**src/rtl/mem_ctrl.sv**
```systemverilog
// Byte-serial memory controller: arbitrates IF/MEM requests onto a single
// byte-wide synchronous RAM port and assembles/scatters 1/2/4-byte transfers.
module mem_ctrl (
  input  logic        clk,
  input  logic        rst,
  input  logic        if_req,
  input  logic [31:0] if_addr,
  output logic        if_done,
  output logic [31:0] if_inst,
  input  logic        mem_req,
  input  logic        mem_we,
  input  logic [31:0] mem_addr,
  input  logic [1:0]  mem_size,
  input  logic [31:0] mem_wdata,
  output logic        mem_done,
  output logic [31:0] mem_rdata,
  output logic        stallreq_from_mem,
  output logic        stallreq_from_if,
  output logic [31:0] ram_a,
  output logic [7:0]  ram_dout,
  output logic        ram_wr,
  input  logic [7:0]  ram_din
);

  typedef enum logic [1:0] {IDLE, READ, WRITE, DONE} state_t;

  state_t      state;
  logic [2:0]  cnt;
  logic [2:0]  len;
  logic        src_mem;
  logic [31:0] addr_reg;
  logic [31:0] wdata_reg;
  logic [31:0] buf_reg;
  logic [31:0] next_buf;
  logic [1:0]  cap_idx;
  logic [7:0]  next_wbyte;
  logic [2:0]  mem_len;

  assign stallreq_from_mem = mem_req & ~mem_done;
  assign stallreq_from_if  = if_req & ~if_done;

  assign mem_len = (mem_size == 2'd0) ? 3'd1 : (mem_size == 2'd1) ? 3'd2 : 3'd4;

  // Transfer cycle k captures the byte addressed in cycle k-1 into lane k-2.
  assign cap_idx = 2'(cnt - 3'd2);

  genvar gi;
  generate
    for (gi = 0; gi < 4; gi++) begin : g_lane
      assign next_buf[8*gi +: 8] = (cap_idx == 2'(gi)) ? ram_din : buf_reg[8*gi +: 8];
    end
  endgenerate

  always_comb begin
    next_wbyte = wdata_reg[7:0];
    case (cnt[1:0])
      2'd1:    next_wbyte = wdata_reg[15:8];
      2'd2:    next_wbyte = wdata_reg[23:16];
      2'd3:    next_wbyte = wdata_reg[31:24];
      default: next_wbyte = wdata_reg[7:0];
    endcase
  end

  always_ff @(posedge clk) begin
    if (rst) begin
      state     <= IDLE;
      cnt       <= 3'd0;
      len       <= 3'd0;
      src_mem   <= 1'b0;
      addr_reg  <= 32'd0;
      wdata_reg <= 32'd0;
      buf_reg   <= 32'd0;
      ram_a     <= 32'd0;
      ram_dout  <= 8'd0;
      ram_wr    <= 1'b0;
      if_done   <= 1'b0;
      mem_done  <= 1'b0;
      if_inst   <= 32'd0;
      mem_rdata <= 32'd0;
    end else begin
      if_done  <= 1'b0;
      mem_done <= 1'b0;
      case (state)
        IDLE: begin
          if (mem_req) begin
            src_mem   <= 1'b1;
            addr_reg  <= mem_addr;
            wdata_reg <= mem_wdata;
            len       <= mem_len;
            buf_reg   <= 32'd0;
            cnt       <= 3'd1;
            ram_a     <= mem_addr;
            if (mem_we) begin
              ram_wr   <= 1'b1;
              ram_dout <= mem_wdata[7:0];
              state    <= WRITE;
            end else begin
              ram_wr <= 1'b0;
              state  <= READ;
            end
          end else if (if_req) begin
            src_mem  <= 1'b0;
            addr_reg <= if_addr;
            len      <= 3'd4;
            buf_reg  <= 32'd0;
            cnt      <= 3'd1;
            ram_a    <= if_addr;
            ram_wr   <= 1'b0;
            state    <= READ;
          end
        end
        READ: begin
          if (cnt >= 3'd2) buf_reg <= next_buf;
          if (cnt < len) ram_a <= addr_reg + 32'(cnt);
          if (cnt == len + 3'd1) begin
            state <= DONE;
            if (src_mem) begin
              mem_done  <= 1'b1;
              mem_rdata <= next_buf;
            end else begin
              if_done <= 1'b1;
              if_inst <= next_buf;
            end
          end
          cnt <= cnt + 3'd1;
        end
        WRITE: begin
          if (cnt < len) begin
            ram_a    <= addr_reg + 32'(cnt);
            ram_dout <= next_wbyte;
            cnt      <= cnt + 3'd1;
          end else begin
            ram_wr    <= 1'b0;
            state     <= DONE;
            mem_done  <= 1'b1;
            mem_rdata <= buf_reg;
          end
        end
        DONE: begin
          state <= IDLE;
          cnt   <= 3'd0;
        end
        default: state <= IDLE;
      endcase
    end
  end

endmodule

```
**config.mk**
```make
export PLATFORM = sky130hd
export DESIGN_NAME = mem_ctrl
export DESIGN_NICKNAME = d
export VERILOG_FILES = /design/src/rtl/mem_ctrl.sv
export SDC_FILE = /design/constraint.sdc
export NUM_CORES = 1
export LEC_CHECK = 0
export CORE_AREA = 3 3 202 165
export CTS_BUF_LIST = sky130_fd_sc_hd__clkbuf_4
export CTS_CLUSTER_DIAMETER = 100
export DETAILED_ROUTE_END_ITERATION = 16
export DIE_AREA = 0 0 205 168
export GPL_TIMING_DRIVEN = 0
export SETUP_SLACK_MARGIN = 0.5
export SYNTH_ARGS = -nofsm -noshare
export SYNTH_HDL_FRONTEND = slang
export SYNTH_SLANG_ARGS = --single-unit
```
**constraint.sdc**
```tcl
create_clock -name clk -period 5.5 [get_ports clk]
set_clock_uncertainty 0.1 [all_clocks]
set_input_delay 1.375 -clock clk [delete_from_list [all_inputs] [get_ports clk]]
set_output_delay 1.375 -clock clk [all_outputs]
set_load 0.02 [all_outputs]
```
### Yosys cells after proc, flatten, opt, wreduce, memory -nomap -nowiden

Cells that the tools add are included.

* input port bits: 111
* bits in registers: 212
* ROM bits: 0
* memories: 0
* bits in latches: 0
* bits in writable memories: 0
* logic and storage cells: 113

* add/sub/neg operators: 4
* multiplexer cells: 46
* equal/unequal tests: 20
* reduce and logical (&&, ||, !) cells: 20
* div/mod/pow operators: 0
* $lt $le $gt $ge: 2
* shift-type cells: 0
* multiply operators: 0
* bitwise operators: 7

Operators by type and width (number)
* $mux 32: 9
* $pmux 32 s2: 3
* $mux 8: 7
* $add 32x3->32: 1
* $pmux 8 s3: 1
* $mux 3: 7
* $pmux 8 s2: 1
* $reduce_and 3->1: 5
* $ne 2x2->1 const B: 7
* $eq 2x2->1 const B: 6
* $pmux 3 s4: 1
* $mux 2: 5
* $reduce_bool 2->1: 5
* $mux 1: 9
* $eq 2x1->1 const B: 4
* $pmux 2 s4: 1
* $reduce_and 4->1: 2
* $add 3x1->3 const B: 2
* $logic_not 2->1: 3
* $reduce_and 2->1: 3
* $not 1->1: 5
* $pmux 1 s2: 2
* $eq 3x3->1: 1
* $ge 3x2->1 const B: 1
* 7 further kinds: 8

### Depth between registers and ports, before layout

Gate-level depths: netlist of the first run.

* word-level depth: 6
* gate-level depth with buffers: 10
* depth with buffers taken out: 7

### Least setup slack after synthesis of the first run

OpenSTA, ideal clock, no wires.

* kind: input -> output
* from: input port mem_req
* to: output port stallreq_from_mem
* path slack: 1623 ps
* arrival: 2402 ps
* buffers on the path: 2
* required time: 4025 ps
* cell stages on the path: 3
* path through: buf_2 -> buf_1 -> nor2b_1

* longest elaborated chain between the ends: 1

RTL lines
* start: declaration: RTL line 10 `input logic mem_req,`
* $and 1x1->1: RTL line 39 `assign stallreq_from_mem = mem_req & ~mem_done;`
* end: declaration: RTL line 17 `output logic stallreq_from_mem,`

No other way between the ends.

### Worst setup path after layout of the first run

Same ends and word-level chain as after synthesis.

==> results of run 1 <==
==> cell type report <==
cell class | count | area [sq um]
Buffer | 97 | 458
Clock inverter | 12 | 45.0
Timing Repair Buffer | 218 | 2180
Antenna cell | 2 | 5.00
Inverter | 11 | 41.3
Tap cell | 420 | 526
Sequential cell | 212 | 4240
Fill cell | 3168 | 18000
Multi-Input combinational cell | 788 | 5260
Clock buffer | 82 | 616
==> report_power, final <==
| part | total, mW | leakage [nW] | switching (mW) | internal [mW] |
|---|---|---|---|---|
| logic | 2.93 | 2.61 | 1.73 | 1.20 |
| registers | 2.21 | 1.74 | 0.292 | 1.92 |
| clock network | 1.33 | 0.396 | 0.654 | 0.673 |
| total | 6.47 | 4.74 | 2.67 | 3.79 |
==> kinds of logic after synthesis <==
family | Yosys count | synth area share [%]
AND/OR/NAND/NOR | 362 | 16.0
adder cells (fa/ha/maj) | 17 | 2.20
multiplexers | 105 | 10.7
AO/OA/AOI/OAI | 274 | 20.9
XOR/XNOR | 30 | 2.78
flip-flops | 212 | 42.4
buffers and inverters | 108 | 4.98
==> through the flow <==
stage,hold slack (ns),util [%],cell area (sq um),setup slack (ns)
after global routing,0.369,42.7,13400,0.593
after CTS,0.354,42.7,13400,0.627
final,0.352,42.7,13400,0.594
after floorplan,0.336,-,10000,1.62
after global placement,0.341,40.5,12700,0.333
after detailed placement,0.346,40.5,12700,0.322
==> how the worst max path moves through the flow <==
stage | from | endpoint | depth (start not counted)
CTS | mem_req | stallreq_from_mem | 5
floorplan | mem_req | stallreq_from_mem | 3
finish | mem_req | stallreq_from_mem | 5
global route | mem_req | stallreq_from_mem | 5
global placement | mem_req | stallreq_from_mem | 5
detailed placement | mem_req | stallreq_from_mem | 5
==> synth_stat cells (all sizes together), types with 2 or more instances <==
library cell,instances
a211oi,104
inv,10
nand2b,4
nand4,11
o32a,2
a222oi,8
o22ai,15
a21oi,56
ha,16
and3,6
nand2,107
a21o,4
dfxtp,212
buf,32
o211ai,7
and2,3
nor3,54
nor2b,6
clkbuf,65
o2bb2ai,4
and4,4
mux2i,90
xor2,22
o21ai,18
mux2,15
a32o,2
or2,4
a22oi,47
nand3,14
o31ai,2
xnor2,7
nor2,142
==> critical path: cells and delay by family <==
family	cells	cell delay [ns]
and+or+nand+nor	1	0.18
buffers and inverters	4	1.87
==> repair_timing <==
| item | CTS | global route |
|---|---|---|
| endpoints found under the hold margin | 0 | 0 |
| hold buffers | 0 | 0 |
| endpoints found under the setup margin | 1 | 0 |
| resized for setup | 1 | 0 |
==> metal layers <==
layer	part of all wire, %	wire (microns)	track usage [%]
met3	7.7	2640	4.68
met2	42	14500	28.2
met4	1.8	612	4.84
met1	48	16500	28.2
met5	0	0	0
==> out/summary.md, run 1 <==
- **status** finished, final reports clean
- **share of the synthesized area in the top cell type** 42.4%
- **Register-to-Register Setup Slack** 2.15 ns
- **Total GRT Usage** 19.2%
- **Synth warnings** 0
- **clk_lat worst skew** 0.67 ns
- **vias in the first global route** 9231
- **final routed DRC violation total** 0
- **share of async-settable or async-resettable flops after synthesis** 0%
- **drt pass-1 iters** 6
- **startpoint of the worst-slack reg-to-reg timing path** cnt[0]
- **data arrival time of the critical path** 3.43 ns
- **P_leak** 4.74 nW
- **average detailed-routed wire length per instance** 18.6 microns
- **total number of vias** 9436
- **post-synthesis sequential element count** 212
- **Mapped Nets** 1236
- **Final Cycle Share** 89.2%
- **port buffer count** 218
- **Power Density** 483 nW/um^2
- **worst-path fanout max** 10
- **clock-pin slew on the worst setup and hold paths** 0.06 ns
- **TritonCTS clock tree** built
- **Worst Hold Depth** 2
- **post-synthesis cell count** 1108
- **Die Area** 34400 sq um
- **via density per instance** 5.12
- **capture point of the worst reg-to-reg path** mem_rdata[17]
- **Post-layout nets** 1515
- **placed insts** 1746
- **placed wire-length estimate after detailed placement** 25700 microns
- **worst reg-to-reg path cell count** 8
- **slew at the pin closest to its max-slew limit** 1.13 ns
- **Synth Flop Type** sky130_fd_sc_hd__dfxtp_1
- **cell type with the largest total area after synthesis** sky130_fd_sc_hd__dfxtp_1
- **leftover overflow at the end of global routing** 0
- **most common cell after layout, fill and taps aside** sky130_fd_sc_hd__clkdlybuf4s50_1
- **Netlist Area Pre-Place** 10000 sq um
- **required arrival time at the worst endpoint** 4.03 ns
- **worst voltage drop across the vdd grid** 162 uV
- **Max-slew headroom** 24.5%
- **startpoint kind of the worst setup timing path** input pin
- **Top Ports** 220
- **leading post-synthesis cells by cell area** sky130_fd_sc_hd__dfxtp_1 (42%), sky130_fd_sc_hd__mux2i_1 (9.0%), sky130_fd_sc_hd__nor2_1 (5.3%)
- **most frequent cells in the layout** sky130_fd_sc_hd__clkdlybuf4s50_1 (218), sky130_fd_sc_hd__dfxtp_1 (212), sky130_fd_sc_hd__nor2_1 (142)
- **RSZ-0062 raised after global routing** no
- **largest net degree at the start of global routing** 15
- **total number of clock tree sinks** 212
- **layout cells sized above 1** 11.5%
- **clock buffers created by TritonCTS** 59
- **min Tclk post-route** 4.91 ns
- **signed area change from the synthesized netlist to the final layout** 33.7%
- **achievable clock frequency** 0.204 GHz
- **gp weighted congestion** 0.870
- **wire length of the first global-routing pass** 52600 microns
- **overall power after layout** 6.47 mW
- **number of antenna-violating nets in the routed design** 0
- **H-tree depth** 2
- **buffers inserted during post-CTS setup optimization** 0
- **Worst path slowest cell** sky130_fd_sc_hd__clkdlybuf4s50_1
- **Die Y-Extent** 168 microns
- **count of flip-flops with a built-in enable after synthesis** 0
- **initial antenna violation count** 1
- **Starting DRT DRC Count** 616
- **worst hold start** ram_a[5]
- **Starting Density** 31.9%
- **Endpoint, Worst Hold** ram_a[5]
- **Max Root-Sink Buffers** 3
- **placeable core area** 31400 sq um
- **final instance count without filler cells** 1842
- **detailed-route wire length** 34300 microns
- **critical path, cell by cell** clkdlybuf4s50_1, buf_2, buf_2, nor2b_1, clkdlybuf4s50_1
- **kind of capture point of the worst setup path** output pin
- **final-report hold violation count** 0
- **Crit path largest cell delay** 0.60 ns
- **Max Cap Viol** 0
- **count of final max-slew check failures** 0
- **Seq/Total Area, Yosys** 42.4%
- **Final Setup Violations** 0
- **class of the most critical hold timing path** reg2reg
- **total negative slack** 0 ns
- **clock tree root driver cell** sky130_fd_sc_hd__clkbuf_4
- **number of different library cells in the post-synthesis netlist** 58
- **category of the most critical setup path** in2out
- **average instance area after synthesis** 9.03 sq um
- **number of cell rows** 58
- **Die W** 205 microns
Power figures use the tool's default switching activity.
==> inputs of run 2 (changes only) <==
--- a/config.mk
+++ b/config.mk
@@ -5,12 +5,15 @@
 export SDC_FILE = /design/constraint.sdc
 export NUM_CORES = 1
 export LEC_CHECK = 0
+export CAP_MARGIN = 20
 export CORE_AREA = 3 3 202 165
 export CTS_BUF_LIST = sky130_fd_sc_hd__clkbuf_4
 export CTS_CLUSTER_DIAMETER = 100
+export CTS_CLUSTER_SIZE = 10
 export DETAILED_ROUTE_END_ITERATION = 16
 export DIE_AREA = 0 0 205 168
 export GPL_TIMING_DRIVEN = 0
+export RECOVER_POWER = 25
 export SETUP_SLACK_MARGIN = 0.5
 export SYNTH_ARGS = -nofsm -noshare
 export SYNTH_HDL_FRONTEND = slang
==> out/summary.md, run 2 (same netlist as run 1, synthesis figures left out) <==
- **data arrival time of the critical path** 3.48 ns, +0.05 ns
- **final routed DRC violation total** 0, unchanged
- **Die W** 205 microns, unchanged
- **total number of vias** 9154, -3.0%
- **Die Area** 34400 sq um, unchanged
- **Worst path slowest cell** sky130_fd_sc_hd__dlygate4sd3_1
- **most common cell after layout, fill and taps aside** sky130_fd_sc_hd__clkdlybuf4s50_1
- **achievable clock frequency** 0.202 GHz, -0.90%
- **signed area change from the synthesized netlist to the final layout** 27.7%
- **clock-pin slew on the worst setup and hold paths** 0.11 ns, +0.05 ns
- **average detailed-routed wire length per instance** 19.1 microns, +2.7%
- **Final Setup Violations** 0, unchanged
- **Total GRT Usage** 18.9%, -0.31 points
- **Starting DRT DRC Count** 635, +3.1%
- **Max Cap Viol** 1, +1
- **violations in the final reports** capacitance limit, slew limit
- **Power Density** 457 nW/um^2, -5.5%
- **via density per instance** 5.16, +0.79%
- **drt pass-1 iters** 6, unchanged
- **initial antenna violation count** 1, unchanged
- **clock tree root driver cell** sky130_fd_sc_hd__clkbuf_4
- **crit-path leading delay family** buffers and inverters
- **Register-to-Register Setup Slack** 1.70 ns, -0.45 ns
- **Worst Hold Depth** 2, unchanged
- **placed wire-length estimate after detailed placement** 25700 microns, unchanged
- **final cell utilization of the core** 40.7%, -1.9 points
- **buffers inserted during post-CTS setup optimization** 0, unchanged
- **H-tree depth** 1, -1
- **capture point of the worst reg-to-reg path** if_inst[20]
- **kind of capture point of the worst setup path** output pin
- **count of final max-slew check failures** 11, +11
- **Crit path largest cell delay** 0.61 ns, about the same
- **final-report hold violation count** 0, unchanged
- **detailed-route wire length** 33900 microns, -1.2%
- **flip-flop and latch area** 4240 sq um, unchanged
- **library cell appearing most often on the critical path** sky130_fd_sc_hd__buf_2
- **Starting Density** 31.9%, unchanged
- **class of the most critical hold timing path** reg2reg
- **required arrival time at the worst endpoint** 4.03 ns, about the same
- **placeable core area** 31400 sq um, unchanged
- **RSZ-0062 raised after global routing** no
- **Final Cycle Share** 90.0%, +0.81 points
- **worst reg-to-reg path cell count** 7, -1
- **total negative slack** 0 ns, unchanged
- **worst-path fanout max** 10, unchanged
- **worst hold start** ram_a[5]
- **overall power after layout** 5.83 mW, -9.8%
- **worst voltage drop across the vdd grid** 154 uV, -5.2%
- **total number of clock tree sinks** 212, unchanged
- **clock buffers created by TritonCTS** 25, -58%
- **largest net degree at the start of global routing** 12, -3
- **category of the most critical setup path** in2out
- **port buffer count** 218, unchanged
- **status** complete, but fails checks
- **vias in the first global route** 8862, -4.0%
- **Post-layout nets** 1481, -2.2%
- **min Tclk post-route** 4.95 ns, +0.0445 ns
- **Endpoint, Worst Hold** ram_a[5]
- **Die Y-Extent** 168 microns, unchanged
- **layout cells sized above 1** 5.55%, -5.9 points
- **Max-slew headroom** -3.59%, -28 points
- **number of antenna-violating nets in the routed design** 0, unchanged
- **Top Ports** 220, unchanged
- **leftover overflow at the end of global routing** 0, unchanged
- **startpoint of the worst-slack reg-to-reg timing path** cnt[0]
- **Max Root-Sink Buffers** 3, unchanged
- **number of cell rows** 58, unchanged
- **P_leak** 4.42 nW, -6.8%
- **combined buffer and inverter count along the critical path** 4, unchanged
- **Fillers** 3210, +1.3%
- **TritonCTS clock tree** built
- **startpoint kind of the worst setup timing path** input pin
- **gp weighted congestion** 0.870, unchanged
- **slew at the pin closest to its max-slew limit** 1.54 ns, +0.417 ns
- **total area of multi-input combinational cells** 5150 sq um, -2.2%
- **most frequent cells in the layout** sky130_fd_sc_hd__clkdlybuf4s50_1 (217), sky130_fd_sc_hd__dfxtp_1 (212), sky130_fd_sc_hd__nor2_1 (142)
- **wire length of the first global-routing pass** 51900 microns, -1.4%
- **critical path, cell by cell** dlygate4sd3_1, buf_2, buf_2, nor2b_1, clkdlybuf4s50_1
- **clk_lat worst skew** 0.68 ns, about the same
- **Hold WS** 0.360 ns, +0.00816 ns
-- run 2: metrics by stage --
| step | cells | setup WS, ns | instance area, sq um |
|---|---|---|---|
| after floorplan | 1108 | 1.62 | 10000 |
| after detailed placement | 1746 | 0.322 | 12700 |
| final | 1773 | 0.550 | 12800 |
| after CTS | 1772 | 0.627 | 12900 |
| after global routing | 1773 | 0.523 | 12800 |
| after global placement | 1746 | 0.333 | 12700 |
-- run 2: worst register-to-register path: cells and delay by family, from the launching register on --
family	cells	cell delay, ns
fa+ha+maj	1	0.30
compound gates	1	0.15
flops	1	0.53
simple gates	2	1.58
buf+inv	3	0.94
-- run 2: worst max-delay path by stage --
stage / from / to / slack (ns) / depth (start not counted)
after floorplan: mem_req / stallreq_from_mem / 1.62 / 3
after global placement: mem_req / stallreq_from_mem / 0.33 / 5
after detailed placement: mem_req / stallreq_from_mem / 0.32 / 5
after CTS: mem_req / stallreq_from_mem / 0.63 / 5
after global routing: mem_req / stallreq_from_mem / 0.52 / 5
final: mem_req / stallreq_from_mem / 0.55 / 5
-- run 2: cell type report --
type	count	area share, %
plain buffers	97	3.42
multi-input cells	788	40.3
diodes	1	0.0196
repair buffers	218	17.1
inverters	11	0.323
clock inverters	1	0.0686
well taps	420	4.11
clock buffers	25	1.47
flip-flops and latches	212	33.2
-- run 2: where the power goes --
part           internal (mW)  total [mW]  switching [mW]
clock network          0.213       0.746           0.533
registers               1.92        2.21           0.290
logic                   1.18        2.88            1.70
-- run 2: metal layers --
| layer | track usage [%] | part of all wire (%) | up-vias |
|---|---|---|---|
| li1 | - | - | 4480 |
| met1 | 28.2 | 49 | 4354 |
| met2 | 28.1 | 42 | 280 |
| met3 | 4.12 | 6.9 | 40 |
| met4 | 3.62 | 1.9 | 0 |
| met5 | 0 | 0 | - |
-- run 2: what timing repair did --
item                       in CTS  in global routing
hold buffers                    0                  0
resized for setup               1                  0
setup endpoints to repair       1                  0
==> inputs of run 3 (changes only) <==
--- a/config.mk
+++ b/config.mk
@@ -13,6 +13,7 @@
 export DETAILED_ROUTE_END_ITERATION = 16
 export DIE_AREA = 0 0 205 168
 export GPL_TIMING_DRIVEN = 0
+export PLACE_DENSITY = 0.64
 export RECOVER_POWER = 25
 export SETUP_SLACK_MARGIN = 0.5
 export SYNTH_ARGS = -nofsm -noshare
==> out/summary.md, run 3 (same netlist as run 1, synthesis figures left out) <==
- **largest net degree at the start of global routing** 13, +1
- **final-report hold violation count** 0, unchanged
- **detailed-route wire length** 34000 microns, about the same
- **total negative slack** 0 ns, unchanged
- **Starting DRT DRC Count** 749, +18%
- **startpoint kind of the worst setup timing path** input pin
- **kind of capture point of the worst setup path** output pin
- **worst reg-to-reg path cell count** 9, +2
- **clock network power share** 12.8%, about the same
- **Crit path largest cell delay** 0.60 ns, about the same
- **sequential cell fraction of total power** 38.0%, +0.2 points
- **critical path, cell by cell** dlygate4sd3_1, buf_2, buf_2, nor2b_1, clkdlybuf4s50_1
- **Die Area** 34400 sq um, unchanged
- **category of the most critical setup path** in2out
- **status** complete, but fails checks
- **gp weighted congestion** 0.856, -1.5%
- **library cell appearing most often on the critical path** sky130_fd_sc_hd__buf_2
- **switching pwr** 2.53 mW, +0.15%
- **placeable core area** 31400 sq um, unchanged
- **min Tclk post-route** 4.90 ns, -0.0486 ns
- **via density per instance** 5.27, +2.1%
- **count of final max-slew check failures** 11, unchanged
- **pre-CTS setup slack** 0.314 ns, -0.00771 ns
- **Final Cycle Share** 89.1%, -0.88 points
- **Post-CTS Resized** 1, unchanged
- **clock tree root driver cell** sky130_fd_sc_hd__clkbuf_4
- **final routed DRC violation total** 0, unchanged
- **Max Root-Sink Buffers** 3, unchanged
- **buffers inserted during post-CTS setup optimization** 0, unchanged
- **number of antenna-violating nets in the routed design** 0, unchanged
- **achievable clock frequency** 0.204 GHz, +0.99%
- **capture point of the worst reg-to-reg path** mem_rdata[7]
- **wire length of the first global-routing pass** 52300 microns, +0.77%
- **number of cell rows** 58, unchanged
- **Net Sw Frac** 43.5%, +0.26 points
- **average detailed-routed wire length per instance** 19.1 microns, about the same
- **Worst path slowest cell** sky130_fd_sc_hd__clkdlybuf4s50_1
- **initial antenna violation count** 4, +3
- **Max Cap Viol** 1, unchanged
- **clock buffers created by TritonCTS** 25, unchanged
- **H-tree depth** 1, unchanged
- **crit-path leading delay family** buffers and inverters
- **port buffer count** 218, unchanged
- **clock-pin slew on the worst setup and hold paths** 0.12 ns, about the same
- **Starting Density** 31.9%, unchanged
- **placed wire-length estimate after detailed placement** 25700 microns, +0.15%
- **most frequent cells in the layout** sky130_fd_sc_hd__clkdlybuf4s50_1 (217), sky130_fd_sc_hd__dfxtp_1 (212), sky130_fd_sc_hd__nor2_1 (142)
- **Die W** 205 microns, unchanged
- **worst-path fanout max** 10, unchanged
- **number of hold-repair buffers added at the cts stage** 0, unchanged
- **most common cell after layout, fill and taps aside** sky130_fd_sc_hd__clkdlybuf4s50_1
- **slew at the pin closest to its max-slew limit** 1.58 ns, +0.0428 ns
- **startpoint of the worst-slack reg-to-reg timing path** cnt[0]
- **Register-to-Register Setup Slack** 1.38 ns, -0.32 ns
- **drt pass-1 iters** 6, unchanged
- **Cell Int Power** 3.28 mW, -0.91%
- **proportion of power drawn by combinational gates** 49.2%, -0.2 points
- **clk_lat worst skew** 0.69 ns, about the same
- **RSZ-0062 raised after global routing** no
- **Power Density** 456 nW/um^2, about the same
- **signed area change from the synthesized netlist to the final layout** 27.2%
- **layout cells sized above 1** 5.09%, -0.46 points
- **combined buffer and inverter count along the critical path** 4, unchanged
- **violations in the final reports** capacitance limit, slew limit
- **Worst Hold Depth** 2, unchanged
- **data arrival time of the critical path** 3.43 ns, -0.05 ns
- **Final Setup Violations** 0, unchanged
- **worst hold start** ram_a[0]
- **P_leak** 4.41 nW, -0.17%
- **Total GRT Usage** 18.9%, +0.031 points
- **Fillers** 3168, -1.3%
- **total number of vias** 9358, +2.2%
- **worst voltage drop across the vdd grid** 159 uV, +3.4%
- **required arrival time at the worst endpoint** 4.03 ns, about the same
- **Max-slew headroom** -6.47%, -2.9 points
- **Top Ports** 220, unchanged
- **Die Y-Extent** 168 microns, unchanged
- **vias in the first global route** 9037, +2.0%
- **leftover overflow at the end of global routing** 0, unchanged
- **total number of clock tree sinks** 212, unchanged
- **class of the most critical hold timing path** reg2reg
- **setup ws final** 0.598 ns, +0.0486 ns
- **Post-layout nets** 1483, +0.14%
- **Endpoint, Worst Hold** ram_a[0]
- **TritonCTS clock tree** built
[run 3: changes by cell type in the layout (fill, tap and decap cells not counted), sizes merged]
| cell | before | now |
|---|---|---|
| inv | 11 | 12 |
| clkbuf | 100 | 103 |
| buf | 22 | 21 |
[run 3: worst max path at each step]
stage / from / to / slack (ns) / cells past startpoint
after floorplan: mem_req / stallreq_from_mem / 1.62 / 3
after global placement: mem_req / stallreq_from_mem / 0.34 / 5
after detailed placement: mem_req / stallreq_from_mem / 0.31 / 5
after CTS: mem_req / stallreq_from_mem / 0.63 / 5
after global routing: mem_req / stallreq_from_mem / 0.54 / 5
final: mem_req / stallreq_from_mem / 0.60 / 5
[run 3: area by class of cell]
cell class	count	area [sq um]	share of cell area [%]
Clock inverter	2	12.5	0.0983
Multi-Input combinational cell	788	5110	40.1
Inverter	11	41.3	0.324
Sequential cell	212	4240	33.3
Tap cell	420	526	4.13
Antenna cell	1	2.50	0.0197
Clock buffer	25	188	1.47
Timing Repair Buffer	220	2190	17.2
Buffer	97	414	3.25
[run 3: through the flow]
stage          hold WS (ns)  power, mW  utilization (%)  instance area [sq um]  cells
2_1_floorplan         0.336       4.05                -                  10000   1108
3_3_place_gp          0.343       5.11             40.5                  12700   1746
3_5_place_dp          0.346       5.16             40.6                  12700   1747
4_1_cts               0.361       5.92             41.2                  12900   1774
5_1_grt               0.381       6.19             40.6                  12700   1776
6_report              0.362       5.81             40.6                  12700   1776
[run 3: power groups by stage]
stage                     Clock (mW)  Sequential (mW)  Combinational, mW
after floorplan                    0             2.43               1.62
after global placement             0             2.22               2.88
after detailed placement           0             2.24               2.92
after CTS                      0.775             2.21               2.94
after global routing           0.825             2.26               3.10
final                          0.746             2.21               2.85
[run 3: worst reg2reg max path, stage by stage (launching register included)]
cell and delay [ns]:
sky130_fd_sc_hd__dfxtp_1 0.51, sky130_fd_sc_hd__inv_1 0.18, sky130_fd_sc_hd__ha_1 0.30, sky130_fd_sc_hd__or3_1 0.38
sky130_fd_sc_hd__clkbuf_1 0.17, sky130_fd_sc_hd__a211oi_1 1.11, sky130_fd_sc_hd__or2_1 0.21, sky130_fd_sc_hd__clkbuf_1 0.29
sky130_fd_sc_hd__clkbuf_1 0.55, sky130_fd_sc_hd__a211oi_2 0.15
[run 3: routing by layer]
layer	wire length (microns)	up-vias	GRT usage (%)	part of all wire, %
met1	16400	4512	28.1	48
met5	40	-	0	0.12
met4	522	6	3.12	1.5
li1	-	4485	-	-
met2	14500	312	28.4	43
met3	2450	43	4.41	7.2
